==> config.mk <==
export PLATFORM = sky130hd
export DESIGN_NAME = pipeline_fetch_unit
export DESIGN_NICKNAME = d
export VERILOG_FILES = /design/src/rtl/pipeline_pkg.sv /design/src/rtl/fetch_wait_counter.sv /design/src/rtl/pipeline_fetch_unit.sv
export SDC_FILE = /design/constraint.sdc
export NUM_CORES = 1
export LEC_CHECK = 0
export CORE_MARGIN = 3
export CORE_UTILIZATION = 25
export DETAILED_ROUTE_END_ITERATION = 16
export PLACE_DENSITY = 0.45
export SLEW_MARGIN = 40
export SYNTH_ARGS = -nofsm -noshare
export SYNTH_HDL_FRONTEND = slang
export SYNTH_SLANG_ARGS = --single-unit
==> constraint.sdc <==
create_clock -name clk -period 2.1 [get_ports clk]
set_input_delay 0.21 -clock clk [delete_from_list [all_inputs] [get_ports clk]]
set_output_delay 0.21 -clock clk [all_outputs]
set_load 0.01 [all_outputs]
==> src/rtl/pipeline_pkg.sv <==
// Shared types and constants for the instruction fetch stage.
// Fetch FSM encoding, bus widths and the bubble instruction word.
package pipeline_pkg;

    localparam int INSTR_W = 32;
    localparam int ADDR_W  = 64;

    localparam logic [INSTR_W-1:0] NOP_WORD = 32'hD503201F;

    typedef enum logic [2:0] {
        ST_IDLE  = 3'd0,
        ST_FETCH = 3'd1,
        ST_WAIT  = 3'd2,
        ST_HOLD  = 3'd3,
        ST_DRAIN = 3'd4,
        ST_FAULT = 3'd5
    } fetch_state_t;

    function automatic logic is_aligned(input logic [ADDR_W-1:0] addr);
        return addr[1:0] == 2'b00;
    endfunction

endpackage

==> src/rtl/fetch_wait_counter.sv <==
// Counts memory wait-state cycles for an outstanding fetch.
// term goes high once the count equals TIMEOUT.
module fetch_wait_counter #(
    parameter int TIMEOUT = 16
) (
    input  logic clk,
    input  logic reset,
    input  logic clear,
    input  logic enable,
    output logic term
);

    localparam logic [7:0] TC = TIMEOUT[7:0];

    logic [7:0] count;

    // Saturating up-counter; clear wins over enable.
    always_ff @(posedge clk) begin
        if (reset || clear) begin
            count <= 8'd0;
        end else if (enable && count != 8'hFF) begin
            count <= count + 8'd1;
        end
    end

    assign term = (count == TC);

endmodule

==> src/rtl/pipeline_fetch_unit.sv <==
// Instruction fetch stage: PC -> imem read -> IF/ID register.
// Absorbs wait states and decode stalls, handles flush and timeout.
module pipeline_fetch_unit #(
    parameter int TIMEOUT = 16,
    parameter logic [31:0] NOP_WORD = pipeline_pkg::NOP_WORD
) (
    input  logic        clk,
    input  logic        reset,
    input  logic [63:0] PC,
    input  logic        stall,
    input  logic        flush,
    output logic        imem_req,
    output logic [63:0] imem_addr,
    input  logic        imem_ready,
    input  logic [31:0] imem_rdata,
    output logic [31:0] instruction,
    output logic [63:0] instr_pc,
    output logic        instr_valid,
    output logic        fetch_busy,
    output logic        misalign,
    output logic        fetch_fault
);

    import pipeline_pkg::*;

    fetch_state_t state;
    fetch_state_t state_nx;

    logic [63:0] req_pc;
    logic [31:0] hold_instr;
    logic [63:0] hold_pc;

    logic aligned;
    logic in_fetch;
    logic in_wait;
    logic in_drain;
    logic capture;
    logic wait_fail;
    logic cnt_run;
    logic wait_tc;
    logic [63:0] cap_pc;

    assign aligned  = is_aligned(PC);
    assign in_fetch = (state == ST_FETCH);
    assign in_wait  = (state == ST_WAIT);
    assign in_drain = (state == ST_DRAIN);

    // Data accepted from memory this cycle (drain data is discarded).
    assign capture = imem_ready
                   && ((in_fetch && aligned) || in_wait);

    // Outstanding request ran out of time without data.
    assign wait_fail = (in_wait || in_drain)
                     && !imem_ready && wait_tc;

    assign cap_pc = in_fetch ? PC : req_pc;

    assign imem_req = (in_fetch && aligned)
                    || in_wait || in_drain;

    assign imem_addr = in_fetch ? PC : req_pc;

    assign fetch_busy = !(in_fetch && aligned && imem_ready);

    // Counter runs only while a request is parked in WAIT/DRAIN.
    assign cnt_run = (state_nx == ST_WAIT)
                   || (state_nx == ST_DRAIN);

    fetch_wait_counter #(
        .TIMEOUT(TIMEOUT)
    ) u_wait_cnt (
        .clk   (clk),
        .reset (reset),
        .clear (!cnt_run),
        .enable(cnt_run),
        .term  (wait_tc)
    );

    // Next-state decode for the fetch FSM.
    always_comb begin
        state_nx = state;
        unique case (state)
            ST_IDLE: begin
                state_nx = ST_FETCH;
            end
            ST_FETCH: begin
                if (!aligned) begin
                    state_nx = ST_FETCH;
                end else if (flush) begin
                    state_nx = ST_FETCH;
                end else if (imem_ready) begin
                    state_nx = stall ? ST_HOLD : ST_FETCH;
                end else begin
                    state_nx = ST_WAIT;
                end
            end
            ST_WAIT: begin
                if (imem_ready) begin
                    if (flush)
                        state_nx = ST_FETCH;
                    else
                        state_nx = stall ? ST_HOLD : ST_FETCH;
                end else if (wait_tc) begin
                    state_nx = ST_FAULT;
                end else if (flush) begin
                    state_nx = ST_DRAIN;
                end
            end
            ST_DRAIN: begin
                if (imem_ready)
                    state_nx = ST_FETCH;
                else if (wait_tc)
                    state_nx = ST_FAULT;
            end
            ST_HOLD: begin
                if (flush || !stall)
                    state_nx = ST_FETCH;
            end
            ST_FAULT: begin
                state_nx = ST_FAULT;
            end
            default: begin
                state_nx = ST_IDLE;
            end
        endcase
    end

    // State register and latched request address.
    always_ff @(posedge clk) begin
        if (reset) begin
            state  <= ST_IDLE;
            req_pc <= '0;
        end else begin
            state <= state_nx;
            if (in_fetch && aligned)
                req_pc <= PC;
        end
    end

    // IF/ID register, hold buffer and status flags.
    always_ff @(posedge clk) begin
        if (reset) begin
            instruction <= NOP_WORD;
            instr_pc    <= '0;
            instr_valid <= 1'b0;
            misalign    <= 1'b0;
            fetch_fault <= 1'b0;
            hold_instr  <= NOP_WORD;
            hold_pc     <= '0;
        end else begin
            misalign <= in_fetch && !aligned;
            if (wait_fail)
                fetch_fault <= 1'b1;

            if (flush) begin
                instruction <= NOP_WORD;
                instr_pc    <= '0;
                instr_valid <= 1'b0;
                hold_instr  <= NOP_WORD;
                hold_pc     <= '0;
            end else if (wait_fail) begin
                instruction <= NOP_WORD;
                instr_valid <= 1'b0;
            end else if (in_fetch && !aligned) begin
                if (!stall) begin
                    instruction <= NOP_WORD;
                    instr_valid <= 1'b0;
                end
            end else if (capture) begin
                if (stall) begin
                    hold_instr <= imem_rdata;
                    hold_pc    <= cap_pc;
                end else begin
                    instruction <= imem_rdata;
                    instr_pc    <= cap_pc;
                    instr_valid <= 1'b1;
                end
            end else if (state == ST_HOLD && !stall) begin
                instruction <= hold_instr;
                instr_pc    <= hold_pc;
                instr_valid <= 1'b1;
            end
        end
    end

endmodule

==> out/results.txt <==
CP Capture Point: imem_addr[16]
Fmax: 444.5 MHz
DR vias: 10450
WL per Instance: 18.19 um
DPL Wire Length: 25150 um
Initial Util: 25.48%
total routed wirelength: 41200 um
Post-Synthesis Cells: 1248
met1 wire length: 19600 um
final core occ: 40.95%
worst-case reg-to-reg path depth: 8
Mapped Nets: 1351
Place WS: -0.3726 ns
CP Launch Type: flop
RSZ-0062 raised after global routing: true
synthesized area: 0.01105 sq mm
H-Tree Level Count: 2
Final period util: 107.1%
Worst VDD drop: 0.0004079 V
area grow syn2layout: 60.70%
Slew Viols, Final: 0
cell family with most CP delay: buffers and inverters
largest net degree at the start of global routing: 67
CTS root buffer: clkbuf_16
Synth area leader: dfxtp_1
Slew headroom: 47.96%
final hold viol count: 0
Initial DRC Count: 552
CP Depth: 6
Top Layer Used: met5
DRC viols: 0
Slew @ Worst Pin: 0.7805 ns
GRT Util Overall: 17.02%
PnR worst setup slack: -0.1499 ns
placed cell area: 0.01519 sq mm
CP peak stage delay: 0.35 ns
die height: 216.2 um
clock buffer depth: 3
outcome: complete, but fails checks
ratio of cells with drive above 1 in the final layout: 24.70%
RR Startpoint: state[1]$_SDFF_PP0_
Pwr per Cell Area: 730.8 mW/mm^2
post-synthesis sequential area ratio: 48.91%
Hold Slack: 0.2520 ns
CP endpoint kind: output pin
# IOs: 266
CTS tree: done
ranking of synthesized cells by area: dfxtp_1 (49%), nand2_1 (7.8%), mux2_2 (6.5%), mux2i_1 (5.9%), a21oi_1 (5.3%)
via count of the first global-routing pass: 10420
failing checks: setup timing
post-DR vias/cell: 4.615
worst-path cell chain: nor3b_4 -> buf_12 -> buf_12 -> buf_16 -> mux2_4 -> buf_6
GRT overflow: 0
Top FF cell, synth: dfxtp_1
Post-synth EDFFs: 0
port bufs: 265
Final TNS setup: -7.584 ns
met2 routed WL: 18380 um
yosys warns: 0
Buf/Inv on CP: 4
Yosys cell types: 47
Async SR Flop Fraction: 0%
GPL Wtd Cong: 0.7184
Critical Path Start: state[1]$_SDFF_PP0_
Multi-input gate area: 0.005524 sq mm
Cells after DPL: 2119
Worst R2R End: instr_pc[39]$_SDFFE_PP0P_
fill count: 4389
antenna violations before repair: 1
global-route wire length before repair: 62540 um
P_leak: 6.790 nW
Worst Skew: 0.006965 ns
drt pass-1 iters: 5
Final setup violation count: 64
reg-to-reg setup timing slack: 0.05 ns
Synth top area share: 48.91%
Final ANT Viol Nets: 0
worst hold path class: in2reg
core box area: 0.04336 sq mm
Seq cells post-synth: 270
Tmin final: 2.250 ns
die area: 0.04676 sq mm
Site Rows: 76
Max-Cap Viols: 0
crit path DAT: 2.04 ns
most frequent cells in the layout: dfxtp_1 (267), nand2_1 (226), clkdlybuf4s50_1 (198), buf_4 (142), nor2_1 (139)
die width: 216.2 um
Worst-path clk slew: 0.06 ns
Crit path top cell by count: buf_12
non-filler cells in the finished layout: 2265
most common cell after layout, fill and taps aside: dfxtp_1
register area: 0.005411 sq mm
Inserted Clock Buffers: 35
Post-Syn Area per Cell: 8.855 sq um
Pwr Total: 12.98 mW
WS Path Type: reg2out
CP max FO: 8
Worst EP required: 1.89 ns
Slowest-stage cell, CP: dfxtp_4
# clock sinks: 270
Diodes inserted: 0
met3 routed wirelength: 2596 um
Design Area, Final: 0.01776 sq mm
nets@finish: 1757
clock latency on the worst-skew pair: 0.53 ns
-- cell families after synthesis --
kind of cell	after synthesis	synth area share [%]
XOR/XNOR	2	0.1585
AO/OA/AOI/OAI	237	14.49
multiplexers	129	12.41
adder cells (fa/ha/maj)	2	0.2264
AND/OR/NAND/NOR	504	19.49
flip-flops	270	48.91
buffers and inverters	104	4.314
-- where the power goes --
group          leakage, nW  internal, mW  switching (mW)
combinational         4.03          1.01           0.786
sequential            2.18          5.18          0.0297
clock                0.581          3.61            2.36
-- how the worst min path moves through the flow --
stage / start / to / cells past startpoint
after CTS: imem_rdata[22] / hold_instr[22]$_SDFFE_PP0P_ / 3
after global routing: PC[27] / req_pc[27]$_SDFFE_PP0N_ / 3
final: imem_rdata[22] / hold_instr[22]$_SDFFE_PP0P_ / 3
after floorplan: imem_rdata[0] / hold_instr[0]$_SDFFE_PP1P_ / 2
after detailed placement: req_pc[61]$_SDFFE_PP0N_ / req_pc[61]$_SDFFE_PP0N_ / 2
after global placement: fetch_fault$_SDFFE_PP0P_ / fetch_fault$_SDFFE_PP0P_ / 2
-- repair_timing --
item | CTS | global route
hold buffers | 1 | 0
hold endpoints to repair | 1 | 0
pin swaps | 4 | 39
gates resized for setup | 423 | 51
setup endpoints to repair | 128 | 141
gates cloned | 9 | 3
buffers inserted | 58 | 20
-- state kept, by name (all words and copies together) (netlist names) --
signal and cells:
req_pc 64, state 3, hold_pc 64, misalign 1
instr_pc 64, u_wait_cnt.count 8, instr_valid 1, instruction 32
fetch_fault 1, hold_instr 32
-- final cells by class --
class                           count  share of cell area, %
Sequential cell                   270                  30.47
Clock inverter                     10                 0.3452
Tap cell                          585                  4.122
Clock buffer                       53                  6.172
Inverter                            4                0.08455
Multi-Input combinational cell    874                  31.11
Timing Repair Buffer              469                  27.70
-- cells in the mapped netlist, types with 5 or more instances --
cell       number
buf_4           9
nand2b_1       22
o221ai_1       19
nand3_1        15
a2bb2oi_1      13
clkbuf_1       57
nor3_1         70
nor3b_1         5
a21oi_1       118
nor4_1          6
buf_2          30
mux2i_1        65
nor2_1        141
dfxtp_1       270
nand2_1       229
mux2_2         64
o2bb2ai_1      64
-- worst reg2reg max path, cell delays in order (launching register included) --
cell	delay (ns)
dfxtp_4	0.35
buf_4	0.14
or4b_4	0.56
a21boi_4	0.19
buf_6	0.15
buf_8	0.13
buf_12	0.14
mux2i_2	0.21
o2bb2ai_1	0.08
-- layer usage --
| metal | vias to the layer above | track usage, % |
|---|---|---|
| li1 | 5152 | - |
| met1 | 5015 | 23.02 |
| met2 | 242 | 27.10 |
| met3 | 43 | 4.543 |
| met4 | 2 | 4.137 |
| met5 | - | 0 |
(Power assumes the default switching activity.)
==> RTL edit, RTL diff (config.mk and constraints unchanged) <==
Reset style: asynchronous (`reset`), changed in 2 clocked blocks.
--- a/src/rtl/pipeline_fetch_unit.sv
+++ b/src/rtl/pipeline_fetch_unit.sv
@@ -127,5 +127,5 @@
 
     // State register and latched request address.
-    always_ff @(posedge clk) begin
+    always_ff @(posedge clk or posedge reset) begin
         if (reset) begin
             state  <= ST_IDLE;
@@ -139,5 +139,5 @@
 
     // IF/ID register, hold buffer and status flags.
-    always_ff @(posedge clk) begin
+    always_ff @(posedge clk or posedge reset) begin
         if (reset) begin
             instruction <= NOP_WORD;
Function: not settled (the Yosys comparison gave no result); the edit may change what the design does.
==> RTL edit against the unedited design <==
The flow still finishes with violations (setup timing). Sequential cell count did not move. Setup slack got worse by 240 ps. Cell area rose by 18%. Core utilization rose by 2.6 points. Area after synthesis rose by 12%. Register-to-register slack got worse by 230 ps. First-iteration DRC count fell by 13%. Wire length rose by 5.4%. Critical path type unchanged. Highest routed layer unchanged.
Power is not compared: it rests on default switching activity, and its combinational part moved more than twofold at a synthesized area within 25%.
==> RTL edit: results (changes against the unedited design) <==
[routing]
drtIter0Drc = 483  ; was 552
vias = 10500  ; about the same
drt-pass1-iter-count = 6  ; was 5
routed_wl_mm = 43.4  ; was 41.2 mm

[worst_setup_path]
r2r-start = state[1]  ; unchanged
r2r_end = hold_pc[4]  ; was instr_pc[39]
critPathKind = flip-flop to primary output  ; unchanged
reg2reg_slack_ps = -180  ; was 50 ps
arrival_ps = 2280  ; was 2040 ps
worst_path_dominant_cell_family = buffers and inverters  ; unchanged
crit_fanout = 7  ; was 8
rr_worst_depth = 11  ; was 8
slowest_stage = dfrtp_1  ; was dfxtp_4
critical_path.max_stage_delay_ps = 400  ; was 350 ps

[cells_and_area]
nets = 1716  ; was 1,757
num-fill-cells = 4558  ; was 4,389
fin_cells = 2296  ; was 2,265
drive_gt1_share_pct = 41.3  ; was 24.7%

[logic_synthesis]
yosys_warnings = 0  ; unchanged
synth_async_sr_flop_share_pct = 97.0  ; was 0%
ys_seq_area_share_pct = 54.8  ; was 48.9%
syn-num-nets = 1225  ; was 1,351
avgSynthCellArea_um2 = 11.0  ; was 8.85 µm²
yosys-top-cells-count = dfrtp_1 (236), nor2_1 (142), mux2i_1 (96), a21oi_1 (90), o2bb2ai_1 (84)  ; was dfxtp_1 (270), nand2_1 (229), nor2_1 (141), a21oi_1 (118), nor3_1 (70)
synth_top_cells_by_area = dfrtp_1 (48%), mux2i_1 (7.8%), o2bb2ai_1 (6.0%), mux2_2 (5.7%), dfstp_2 (5.5%)  ; was dfxtp_1 (49%), nand2_1 (7.8%), mux2_2 (6.5%), mux2i_1 (5.9%), a21oi_1 (5.3%)
synth_cell_type_count = 54  ; was 47

[pwr]
p_clk_mw = 6.51
power_mw = 18.1
p_sw_mw = 5.18
vdd_ir_drop_max_v = 0.000550

[place]
dpl_cell_area_um2 = 16700  ; was 15,200 µm²
hpwl_mm = 25.7  ; was 25.1 mm
pre_cts_ws_ps = -197  ; was -373 ps
place_congestion = 0.741  ; was 0.718
io_buffers = 265  ; unchanged
place_inst = 2098  ; was 2,119

[cts]
htree_levels = 2  ; unchanged
ctsHoldBuffers = 0  ; was 1
postCtsSetupBuffers = 13  ; was 58
cts_resized = 132  ; was 423
numCtsBuffers = 36  ; was 35
clock-root-buffer = clkbuf_16  ; unchanged

[worst_hold_path]
hold_depth = 4  ; was 3
hold_path_end = state[0]  ; was hold_instr[22]
worstHoldStart = flush  ; was imem_rdata[22]

[run_status]
outcome = finished with violations  ; unchanged
violations = setup timing  ; unchanged

[timing]
setup_ws_ps = -390  ; was -150 ps
tightestPinTransition_ps = 805  ; was 781 ps
hold_ws_ps = 75.8  ; was 252 ps
fin_worst_skew_ps = 20.3  ; was 6.97 ps
setup_viol = 208  ; was 64
setup_tns_ps = -31740  ; was -7580 ps

[global_routing]
grt_pass1_wl_mm = 62.3  ; was 62.5 mm
grt_pass1_vias = 10400  ; about the same
antenna_found_initial = 2  ; was 1
grt.total_usage_pct = 15.0  ; was 17.0%
grt_max_degree = 57  ; was 67

## RTL edit: changes by cell type after synthesis, sizes merged, moves of 17 or more
cell / delta
a21oi: -27
o221ai: -19
dfxtp: -262
clkbuf: -31
nor3: -65
buf: +17
dfrtp: +236
nand2b: -21
mux2i: +31
inv: +66
nand2: -158
a211oi: +67
dfstp: +26
o2bb2ai: +20
## RTL edit: worst max-delay path by stage
| stage | slack, ps | endpoint |
|---|---|---|
| finish | -390 | imem_addr[0] |
| global route | -470 | imem_addr[0] |
| CTS | -620 | imem_addr[48] |
| detailed placement | -200 | hold_pc[12] |
| global placement | -140 | hold_pc[20] |
| floorplan | -1540 | fetch_fault |
## RTL edit: cells by family (layout without fill, tap and decap cells)
kind of cell               after synthesis  after routing  share of synthesized area (%)
AOI/OAI and AO/OA                      272            272                           16.1
buffers and inverters                  156            673                           5.73
DFF                                    270            270                           54.8
other                                    0              1                              0
adders and majority gates                2              2                          0.203
xor gates and xnor gates                 3              3                          0.213
and+or+nand+nor                        261            261                           9.56
muxes                                  158            158                           13.5
## RTL edit: layer usage
layer / vias up / GRT usage (%) / part of all wire [%]
met1: 5233 / 20.6 / 45
met3: 72 / 3.27 / 4.5
met2: 258 / 23.8 / 48
met5: - / 0 / 0.062
li1: 4938 / - / -
met4: 4 / 4.42 / 2.5
## RTL edit: area by class of cell
cell class	instances	area share, %
Antenna cell	1	0.0119
Clock buffer	48	4.88
Clock inverter	16	1.02
Inverter	70	1.27
Multi-Input combinational cell	696	29.0
Sequential cell	270	32.1
Tap cell	656	3.90
Timing Repair Buffer	539	27.9
## RTL edit: worst register-to-register path, delay by kind of cell, from the launching register on
kind                   cells  cell delay, ps
AOI/OAI and AO/OA          2             360
buffers and inverters      6             900
DFF                        1             400
and+or+nand+nor            3             520
